`src/rtl/uart_pkg.sv`:
```
// uart_pkg: shared constants for the 16x-oversampling UART receiver.
//   State encodings (IDLE, START, DATA, STOP, BREAK) are kept as plain
//   localparam constants so legacy code comparing against them still works.
//   OVERSAMPLE / MID_SAMPLE / LAST_SAMPLE describe the 16x sample grid.
//   BAUDRATE is the shared default line rate used by the baud divider.
package uart_pkg;

  localparam logic [2:0] ST_IDLE  = 3'd0;
  localparam logic [2:0] ST_START = 3'd1;
  localparam logic [2:0] ST_DATA  = 3'd2;
  localparam logic [2:0] ST_STOP  = 3'd3;
  localparam logic [2:0] ST_BREAK = 3'd4;

  localparam int unsigned OVERSAMPLE  = 16;
  localparam logic [3:0]  MID_SAMPLE  = 4'd7;
  localparam logic [3:0]  LAST_SAMPLE = 4'd15;

  localparam int unsigned BAUDRATE = 115200;

endpackage

```
`src/rtl/uart_rx_16x_sync_ff.sv`:
```
// sync_ff: multi-stage flip-flop synchroniser for a single asynchronous input.
//   clk    in  destination clock
//   rst_n  in  asynchronous active-low reset; every stage loads RESET_VAL
//   d      in  asynchronous input
//   q      out synchronised output (last stage)
module sync_ff #(
  parameter int unsigned STAGES    = 2,
  parameter logic        RESET_VAL = 1'b1
) (
  input  logic clk,
  input  logic rst_n,
  input  logic d,
  output logic q
);

  logic [STAGES-1:0] chain_q;
  logic [STAGES-1:0] chain_d;

  always_comb begin
    chain_d = {chain_q[STAGES-2:0], d};
  end

  always_ff @(posedge clk or negedge rst_n) begin
    if (!rst_n) begin
      chain_q <= {STAGES{RESET_VAL}};
    end else begin
      chain_q <= chain_d;
    end
  end

  assign q = chain_q[STAGES-1];

endmodule

```
`src/rtl/uart_rx_16x.sv`:
```
// uart_rx_16x: 8N1 (by default) UART receiver sampling at 16x baud.
//   clk50m    in  system clock, the only clock
//   reset_n   in  asynchronous active-low reset
//   tick16    in  one-cycle enable at 16x baud, synchronous to clk50m
//   rxd       in  asynchronous serial input, idles high
//   rx_data   out last received byte, held until the next rx_valid
//   rx_valid  out one-cycle pulse per completed frame
//   frame_err out stop bit sampled low; meaningful only with rx_valid
//   busy      out high in every state except IDLE
module uart_rx_16x
  import uart_pkg::*;
#(
  parameter int unsigned DATA_BITS   = 8,
  parameter int unsigned SYNC_STAGES = 2
) (
  input  logic                 clk50m,
  input  logic                 reset_n,
  input  logic                 tick16,
  input  logic                 rxd,
  output logic [DATA_BITS-1:0] rx_data,
  output logic                 rx_valid,
  output logic                 frame_err,
  output logic                 busy
);

  localparam logic [2:0] LAST_BIT = 3'(DATA_BITS - 1);

  logic rxd_s;

  logic [2:0]           state_q, state_d;
  logic [3:0]           cnt_q, cnt_d;
  logic [2:0]           bitn_q, bitn_d;
  logic [DATA_BITS-1:0] shreg_q, shreg_d;
  logic [DATA_BITS-1:0] rx_data_q, rx_data_d;
  logic                 rx_valid_q, rx_valid_d;
  logic                 frame_err_q, frame_err_d;

  sync_ff #(
    .STAGES    (SYNC_STAGES),
    .RESET_VAL (1'b1)
  ) u_sync_rxd (
    .clk   (clk50m),
    .rst_n (reset_n),
    .d     (rxd),
    .q     (rxd_s)
  );

  always_comb begin
    state_d     = state_q;
    cnt_d       = cnt_q;
    bitn_d      = bitn_q;
    shreg_d     = shreg_q;
    rx_data_d   = rx_data_q;
    // valid and frame_err are pulses: they fall back to 0 on the next clk
    rx_valid_d  = 1'b0;
    frame_err_d = 1'b0;

    if (tick16) begin
      case (state_q)
        ST_IDLE: begin
          if (!rxd_s) begin
            state_d = ST_START;
            cnt_d   = '0;
          end
        end

        ST_START: begin
          if (cnt_q == MID_SAMPLE) begin
            cnt_d = '0;
            if (!rxd_s) begin
              state_d = ST_DATA;
              bitn_d  = '0;
            end else begin
              state_d = ST_IDLE;
            end
          end else begin
            cnt_d = cnt_q + 4'd1;
          end
        end

        ST_DATA: begin
          if (cnt_q == LAST_SAMPLE) begin
            shreg_d = {rxd_s, shreg_q[DATA_BITS-1:1]};
            cnt_d   = '0;
            bitn_d  = bitn_q + 3'd1;
            if (bitn_q == LAST_BIT) begin
              state_d = ST_STOP;
            end
          end else begin
            cnt_d = cnt_q + 4'd1;
          end
        end

        ST_STOP: begin
          if (cnt_q == LAST_SAMPLE) begin
            cnt_d       = '0;
            rx_data_d   = shreg_q;
            rx_valid_d  = 1'b1;
            frame_err_d = ~rxd_s;
            state_d     = rxd_s ? ST_IDLE : ST_BREAK;
          end else begin
            cnt_d = cnt_q + 4'd1;
          end
        end

        ST_BREAK: begin
          if (rxd_s) begin
            state_d = ST_IDLE;
          end
        end

        default: begin
          state_d = ST_IDLE;
        end
      endcase
    end
  end

  always_ff @(posedge clk50m or negedge reset_n) begin
    if (!reset_n) begin
      state_q     <= ST_IDLE;
      cnt_q       <= '0;
      bitn_q      <= '0;
      shreg_q     <= '0;
      rx_data_q   <= '0;
      rx_valid_q  <= 1'b0;
      frame_err_q <= 1'b0;
    end else begin
      state_q     <= state_d;
      cnt_q       <= cnt_d;
      bitn_q      <= bitn_d;
      shreg_q     <= shreg_d;
      rx_data_q   <= rx_data_d;
      rx_valid_q  <= rx_valid_d;
      frame_err_q <= frame_err_d;
    end
  end

  assign rx_data   = rx_data_q;
  assign rx_valid  = rx_valid_q;
  assign frame_err = frame_err_q;
  assign busy      = (state_q != ST_IDLE);

endmodule

```
`config.mk`:
```
export PLATFORM = sky130hd
export DESIGN_NAME = uart_rx_16x
export DESIGN_NICKNAME = d
export VERILOG_FILES = /design/src/rtl/uart_pkg.sv /design/src/rtl/uart_rx_16x_sync_ff.sv /design/src/rtl/uart_rx_16x.sv
export SDC_FILE = /design/constraint.sdc
export NUM_CORES = 1
export LEC_CHECK = 0
export CAP_MARGIN = 10
export CORE_UTILIZATION = 49
export DETAILED_ROUTE_END_ITERATION = 8
export MAX_ROUTING_LAYER = met4
export PLACE_DENSITY = 0.74
export SLEW_MARGIN = 20
export SYNTH_ARGS = -nofsm -noshare
export SYNTH_HDL_FRONTEND = slang
export SYNTH_HIERARCHICAL = 1
export SYNTH_SLANG_ARGS = --single-unit
```
`constraint.sdc`:
```
create_clock -name clk50m -period 1.75 [get_ports clk50m]
set_clock_uncertainty 0.15 [all_clocks]
set_input_delay 0.35 -clock clk50m [delete_from_list [all_inputs] [get_ports clk50m]]
set_output_delay 0.35 -clock clk50m [all_outputs]
set_load 0.02 [all_outputs]
```
=== After elaboration in Yosys (flattened, before gate mapping) ===
Cells that the tools add are included.

* Bits in registers: 30
* Input bits: 4
* Output and inout bits: 11
* Word-level logic and storage cells: 58

* $add $sub $neg: 2
* Equal/unequal tests: 14
* Multiplexer cells: 23
* Bitwise gates (word level): 1
* Reductions and logical operators: 10

{| class="wikitable"
|+ Operators by type and width
! operator !! number
|-
| 3-bit 2-to-1 mux || 10
|-
| 3-bit one-hot mux with 5 select lines || 1
|-
| 4-bit 2-to-1 mux || 3
|-
| 2-bit inequality test, second input constant || 6
|-
| 4-bit one-hot mux with 3 select lines || 1
|-
| 3-bit AND reduction || 3
|-
| 7-bit AND reduction || 1
|-
| 3-bit by 2-bit equality test with 1-bit output, second input constant || 2
|-
| 3-bit equality test, second input constant || 2
|-
| 1-bit 2-to-1 mux || 6
|-
| 3-bit one-hot mux with 2 select lines || 1
|-
| 3-bit nonzero test || 2
|-
| 5-bit AND reduction || 1
|-
| 4-bit by 1-bit adder with 4-bit output, second input constant || 1
|-
| 4-bit by 3-bit equality test with 1-bit output, second input constant || 1
|-
| 4-bit equality test, second input constant || 1
|-
| 3-bit by 1-bit adder with 3-bit output, second input constant || 1
|-
| 3-bit by 1-bit equality test with 1-bit output, second input constant || 1
|-
| 3-bit logical NOT || 1
|-
| 2-bit 2-to-1 mux || 1
|-
| 2-bit by 1-bit inequality test with 1-bit output, second input constant || 1
|-
| 2-bit nonzero test || 1
|-
| 2-bit OR reduction || 1
|-
| 1-bit NOT || 1
|}

=== Logic depth before layout (Yosys ltp) ===
* Depth in word-level cells: 4
* Depth in mapped cells: 6

=== Cells and area by module ===
Netlist, hierarchy kept.

{| class="wikitable"
|+ Modules (own cells, without submodules)
! module !! instances !! cells an instance !! area each (um^2) !! sequential area each (um^2)
|-
| uart_rx_16x || 1 || 104 || 1,296.2 || 700.7
|-
| sync_ff || 1 || 2 || 52.6 || 52.6
|}

=== Worst setup path before layout ===
OpenSTA, ideal clock, no wires.

* Path kind: reg-to-reg
* Start: reg bitn_q[0]
* End: reg state_q[0]
* Setup time: 0.125 ns
* Arrival: 1.593 ns
* Required time: 1.475 ns
* Setup slack: -0.118 ns
* Stages on the path, launching flop included: 6
* Path through: dfrtp_1 > ha_1 > ha_1 > a2111oi_0 > nor3_2 > mux2_4

* Cells in the longest elaborated chain, start to end: 3

{| class="wikitable"
|+ Ends and longest elaborated chain
! item !! RTL line !! source
|-
| start: declaration || uart_rx_16x.sv:32 || <nowiki>logic [2:0] bitn_q, bitn_d;</nowiki>
|-
| start signal: assignment || uart_rx_16x.sv:131 || <nowiki>bitn_q <= bitn_d;</nowiki>
|-
| 3-bit equality test || uart_rx_16x.sv:86 || <nowiki>if (bitn_q == LAST_BIT) begin</nowiki>
|-
| 2-bit inequality test (no line) || - ||
|-
| 7-bit AND reduction (no line) || - ||
|-
| end signal: assignment || uart_rx_16x.sv:129 || <nowiki>state_q <= state_d;</nowiki>
|-
| end: declaration || uart_rx_16x.sv:30 || <nowiki>logic [2:0] state_q, state_d;</nowiki>
|}

No other way between the ends.
A chain may end at the register's enable or synchronous reset.

=== Worst setup path in the final report ===
* Start: reg state_q[0]
* End: out busy

* Cells in the longest elaborated chain, start to end: 1

{| class="wikitable"
|+ Ends and longest elaborated chain
! item !! RTL line !! source
|-
| 3-bit nonzero test || uart_rx_16x.sv:142 || <nowiki>assign busy = (state_q != ST_IDLE);</nowiki>
|-
| end: declaration || uart_rx_16x.sv:23 || <nowiki>output logic busy</nowiki>
|}

No other way between the ends.

==> impl_metrics.prom <==
# TYPE chip_impl_metric gauge
chip_impl_metric{name="syn_area_per_cell",unit="µm²"} 12.72
chip_impl_metric{name="rows",unit=""} 18
chip_impl_metric{name="worstPathRequired",unit="ps"} 1250
chip_impl_info{name="crit_chain",value="nor2_2 -> nand2_1 -> clkdlybuf4s15_2"} 1
chip_impl_metric{name="cts_made_buffers",unit=""} 5
chip_impl_metric{name="synth.lib_cells_used.distinct",unit=""} 34
chip_impl_metric{name="ff2ff_path_depth",unit=""} 5
chip_impl_metric{name="max-clock-path-buffers",unit=""} 2
chip_impl_metric{name="detailroute.wirelength.met3",unit="µm"} 96
chip_impl_info{name="violations_in_the_final_reports",value="negative setup slack"} 1
chip_impl_metric{name="final_antenna_net_count",unit=""} 0
chip_impl_metric{name="final_period_minus_worst_setup_slack",unit="ps"} 1778
chip_impl_metric{name="syn-num-nets",unit=""} 113
chip_impl_info{name="root_buffer",value="sky130_fd_sc_hd__clkbuf_4"} 1
chip_impl_metric{name="worst_max_slew_margin_expressed_relative_to_the_limit",unit=""} 0.7678
chip_impl_metric{name="dieArea",unit="µm²"} 2966
chip_impl_metric{name="timing.critical_path.fanout_max",unit=""} 6
chip_impl_metric{name="postSynthRegisterBits",unit=""} 30
chip_impl_metric{name="power_density",unit="nW/µm²"} 1464
chip_impl_metric{name="coreArea",unit="µm²"} 2545
chip_impl_metric{name="register_to_register_path_setup_slack",unit="ps"} -20
chip_impl_info{name="route.top_layer_used",value="met4"} 1
chip_impl_metric{name="multi_input_comb_area",unit="µm²"} 658.1
chip_impl_info{name="cts_tree",value="yes"} 1
chip_impl_metric{name="area_delta_synth_final",unit="%"} 41.00
chip_impl_metric{name="clk-insertion-delay-late",unit="ps"} 340
chip_impl_metric{name="number_of_flops_mapped_to_enable_cells_by_yosys",unit=""} 0
chip_impl_metric{name="dr.first_iter.drc_count",unit=""} 10
chip_impl_metric{name="worst_setup_slack_final",unit="ps"} -28.38
chip_impl_info{name="run_status",value="finished, violations left"} 1
chip_impl_info{name="grt_setup_unrepaired",value="yes"} 1
chip_impl_metric{name="ys_seq_area_frac",unit=""} 0.5584
chip_impl_metric{name="detail_route.drc_violations",unit=""} 0
chip_impl_metric{name="dp_hpwl",unit="µm"} 1790
chip_impl_info{name="critical_path.startpoint_type",value="flop"} 1
chip_impl_info{name="cp_slowest_cell",value="sky130_fd_sc_hd__dfrtp_2"} 1
chip_impl_metric{name="regArea",unit="µm²"} 757.0
chip_impl_metric{name="grt_overflow",unit=""} 0
chip_impl_info{name="worstReg2RegEnd",value="state_q[0]"} 1
chip_impl_metric{name="setup_viol",unit=""} 2
chip_impl_info{name="hold_class",value="reg -> reg"} 1
chip_impl_metric{name="worstPathArrival",unit="ps"} 1280
chip_impl_metric{name="drt-vias-per-instance",unit=""} 5.497
chip_impl_metric{name="final.period_utilization",unit=""} 1.016
chip_impl_metric{name="timing.final.max_slew_violations",unit=""} 0
chip_impl_metric{name="initial_core_util",unit=""} 0.5300
chip_impl_metric{name="grt_first_pass_wirelength",unit="µm"} 4298
chip_impl_metric{name="wire_per_inst",unit="µm"} 15.98
chip_impl_metric{name="post-route-util",unit=""} 0.7473
chip_impl_metric{name="grt_max_degree",unit=""} 31
chip_impl_metric{name="routed-via-count",unit=""} 962
chip_impl_metric{name="pin_count",unit=""} 15
chip_impl_metric{name="antenna-diode-count",unit=""} 0
chip_impl_info{name="cpLargestDelayFamily",value="flip-flops"} 1
chip_impl_metric{name="clkSinkCount",unit=""} 30
chip_impl_metric{name="io_buffer_count",unit=""} 14
chip_impl_metric{name="ir_worst_vdd",unit="V"} 0.001295
chip_impl_metric{name="total_iterations_of_the_first_detailed_routing_run",unit=""} 4
chip_impl_metric{name="timing_hold_violations_final",unit=""} 0
chip_impl_info{name="timing.setup.critical_path_class",value="reg -> out"} 1
chip_impl_metric{name="post-place-ws",unit="ps"} -238.5
chip_impl_info{name="ys_dominant_reg_cell",value="sky130_fd_sc_hd__dfrtp_1"} 1
chip_impl_metric{name="groute.usage.overall",unit=""} 0.2240
chip_impl_metric{name="chipHeight",unit="µm"} 54.47
chip_impl_metric{name="worstPathBufferInverterCount",unit=""} 1
chip_impl_metric{name="chipWidth",unit="µm"} 54.47
chip_impl_metric{name="crit_path_largest_cell_delay",unit="ps"} 490
chip_impl_metric{name="wire_length_the_detailed_router_placed_on_met1",unit="µm"} 1247
chip_impl_metric{name="drive_gt1_frac",unit=""} 0.4759
chip_impl_info{name="worst_setup_path_end_kind",value="primary output"} 1
chip_impl_metric{name="timing.max_cap.violations",unit=""} 0
chip_impl_metric{name="gp_routability_congestion",unit=""} 0.8388
chip_impl_metric{name="num-fill-cells",unit=""} 165
chip_impl_metric{name="synth-warning-count",unit=""} 6
chip_impl_info{name="worstHoldStart",value="u_sync_rxd/chain_q[0]"} 1
chip_impl_metric{name="p_leak",unit="µW"} 0.0009306
chip_impl_info{name="timing.hold.worst_endpoint",value="u_sync_rxd/chain_q[1]"} 1
chip_impl_metric{name="postRouteWirelength",unit="µm"} 2796
chip_impl_metric{name="h-tree-depth",unit=""} 2
chip_impl_metric{name="worst_hold_path.num_cells",unit=""} 0
chip_impl_metric{name="synth.cell_area",unit="µm²"} 1349
chip_impl_metric{name="first_global_vias",unit=""} 939
chip_impl_metric{name="synth_async_sr_flop_share",unit=""} 1.000
chip_impl_metric{name="clock_pin_slew_worst_setup_and_hold_paths",unit="ps"} 90
chip_impl_metric{name="synthCells",unit=""} 106
chip_impl_metric{name="fmax",unit="GHz"} 0.5623
chip_impl_metric{name="number_of_antenna_violations_at_the_first_check_in_global_routing",unit=""} 0
chip_impl_metric{name="worst-slew-pin-transition",unit="ps"} 343.8
chip_impl_metric{name="final_nets",unit=""} 151
chip_impl_info{name="rr_startpoint",value="bitn_q[0]"} 1
chip_impl_metric{name="met2_length",unit="µm"} 1395
[through the flow]
stage / hold WS, ps / instance area (µm²) / cells / setup TNS, ps / total power (µW)
finish: 197.1 / 1902 / 175 / -47.85 / 2783
detailed placement: 201.6 / 1670 / 164 / -3821 / 1852
global placement: 197.7 / 1670 / 164 / -3450 / 1807
CTS: 200.4 / 1813 / 172 / -137.8 / 2640
floorplan: -95.59 / 1366 / 106 / 0 / 1503
global route: 206.9 / 1902 / 175 / -233.8 / 2936
[synthesized netlist by cell type (2+ instances only)]
cell / n / share of area
sky130_fd_sc_hd__a21oi_1: 2 / 0.0074
sky130_fd_sc_hd__and2_1: 2 / 0.0093
sky130_fd_sc_hd__and4_1: 3 / 0.019
sky130_fd_sc_hd__buf_4: 3 / 0.017
sky130_fd_sc_hd__dfrtp_1: 28 / 0.52
sky130_fd_sc_hd__dfstp_2: 2 / 0.039
sky130_fd_sc_hd__ha_1: 3 / 0.028
sky130_fd_sc_hd__inv_1: 5 / 0.014
sky130_fd_sc_hd__mux2_2: 17 / 0.14
sky130_fd_sc_hd__mux2i_1: 2 / 0.015
sky130_fd_sc_hd__nand2_1: 10 / 0.028
sky130_fd_sc_hd__nor2_1: 4 / 0.011
sky130_fd_sc_hd__o21ai_0: 4 / 0.015
[cells by family after synthesis]
logic type	after synthesis	synth area share
fa+ha+maj	3	0.02783
compound gates	13	0.06216
mux	20	0.1679
buf+inv	9	0.03896
flops	30	0.5584
simple gates	31	0.1447
[layer usage]
layer | track usage | vias to the layer above
met5 | - | -
met4 | 0.1410 | 0
met3 | 0.06111 | 7
met2 | 0.3354 | 14
met1 | 0.2656 | 487
li1 | - | 454
[layout make-up]
| type | instances | share of cell area |
|---|---|---|
| Sequential cell | 30 | 0.3980 |
| Clock inverter | 2 | 0.03158 |
| Timing Repair Buffer | 35 | 0.1678 |
| Tap cell | 30 | 0.01974 |
| Multi-Input combinational cell | 67 | 0.3461 |
| Clock buffer | 6 | 0.02697 |
| Inverter | 5 | 0.009868 |
[power breakdown]
group | internal (µW) | switching, µW | total [µW]
Combinational | 599 | 410 | 1010
Sequential | 854 | 185 | 1040
Clock | 484 | 251 | 735
[layout by cell type, fill, tap and decap left out, types with 2 or more instances in the layout]
| cell type | synthesis | final |
|---|---|---|
| sky130_fd_sc_hd__mux2_4 | 1 | 10 |
| sky130_fd_sc_hd__mux2i_1 | 2 | 2 |
| sky130_fd_sc_hd__dfrtp_2 | 0 | 3 |
| sky130_fd_sc_hd__dfstp_2 | 2 | 2 |
| sky130_fd_sc_hd__dlygate4sd2_1 | 0 | 10 |
| sky130_fd_sc_hd__nand2_1 | 10 | 10 |
| sky130_fd_sc_hd__clkbuf_4 | 0 | 5 |
| sky130_fd_sc_hd__buf_6 | 1 | 2 |
| sky130_fd_sc_hd__dfrtp_1 | 28 | 25 |
| sky130_fd_sc_hd__and2_1 | 2 | 2 |
| sky130_fd_sc_hd__and3_4 | 1 | 2 |
| sky130_fd_sc_hd__ha_4 | 0 | 2 |
| sky130_fd_sc_hd__buf_4 | 3 | 17 |
| sky130_fd_sc_hd__bufinv_16 | 0 | 2 |
| sky130_fd_sc_hd__o21ai_0 | 4 | 3 |
| sky130_fd_sc_hd__mux2_2 | 17 | 8 |
| sky130_fd_sc_hd__and4_4 | 0 | 2 |
| sky130_fd_sc_hd__a21oi_1 | 2 | 2 |
| sky130_fd_sc_hd__buf_12 | 0 | 2 |
| sky130_fd_sc_hd__clkdlybuf4s50_1 | 0 | 3 |
| sky130_fd_sc_hd__nor2_1 | 4 | 4 |
| sky130_fd_sc_hd__inv_1 | 5 | 5 |
[state kept, by name, indices dropped and copies added (netlist names)]
signal,cells
rx_valid,1
bitn_q,3
rx_data,8
u_sync_rxd/chain_q,2
frame_err,1
shreg_q,8
cnt_q,4
state_q,3
[worst max path at each step]
stage / from / endpoint / slack (ps) / cells after the start
finish: state_q[0] / busy / -30 / 3
global route: bitn_q[0] / state_q[0] / -90 / 5
CTS: cnt_q[0] / state_q[0] / -60 / 5
detailed placement: tick16 / rx_data[1] / -240 / 5
global placement: tick16 / rx_data[0] / -210 / 5
floorplan: cnt_q[0] / state_q[0] / 10 / 5
[worst register-to-register path: cells and delay by family, from the launching register on]
family | cells | cell delay [ps]
flip-flops | 1 | 400
adder cells (fa/ha/maj) | 2 | 360
AO/OA/AOI/OAI | 1 | 360
multiplexers | 1 | 300
AND/OR/NAND/NOR | 1 | 90
[repair_timing]
action / CTS / global route
resized for setup: 25 / 15
pin swaps: 1 / 6
setup buffers: 0 / 3
setup endpoints to repair: 29 / 22
hold buffers: 0 / 0
(Power assumes the default switching activity.)
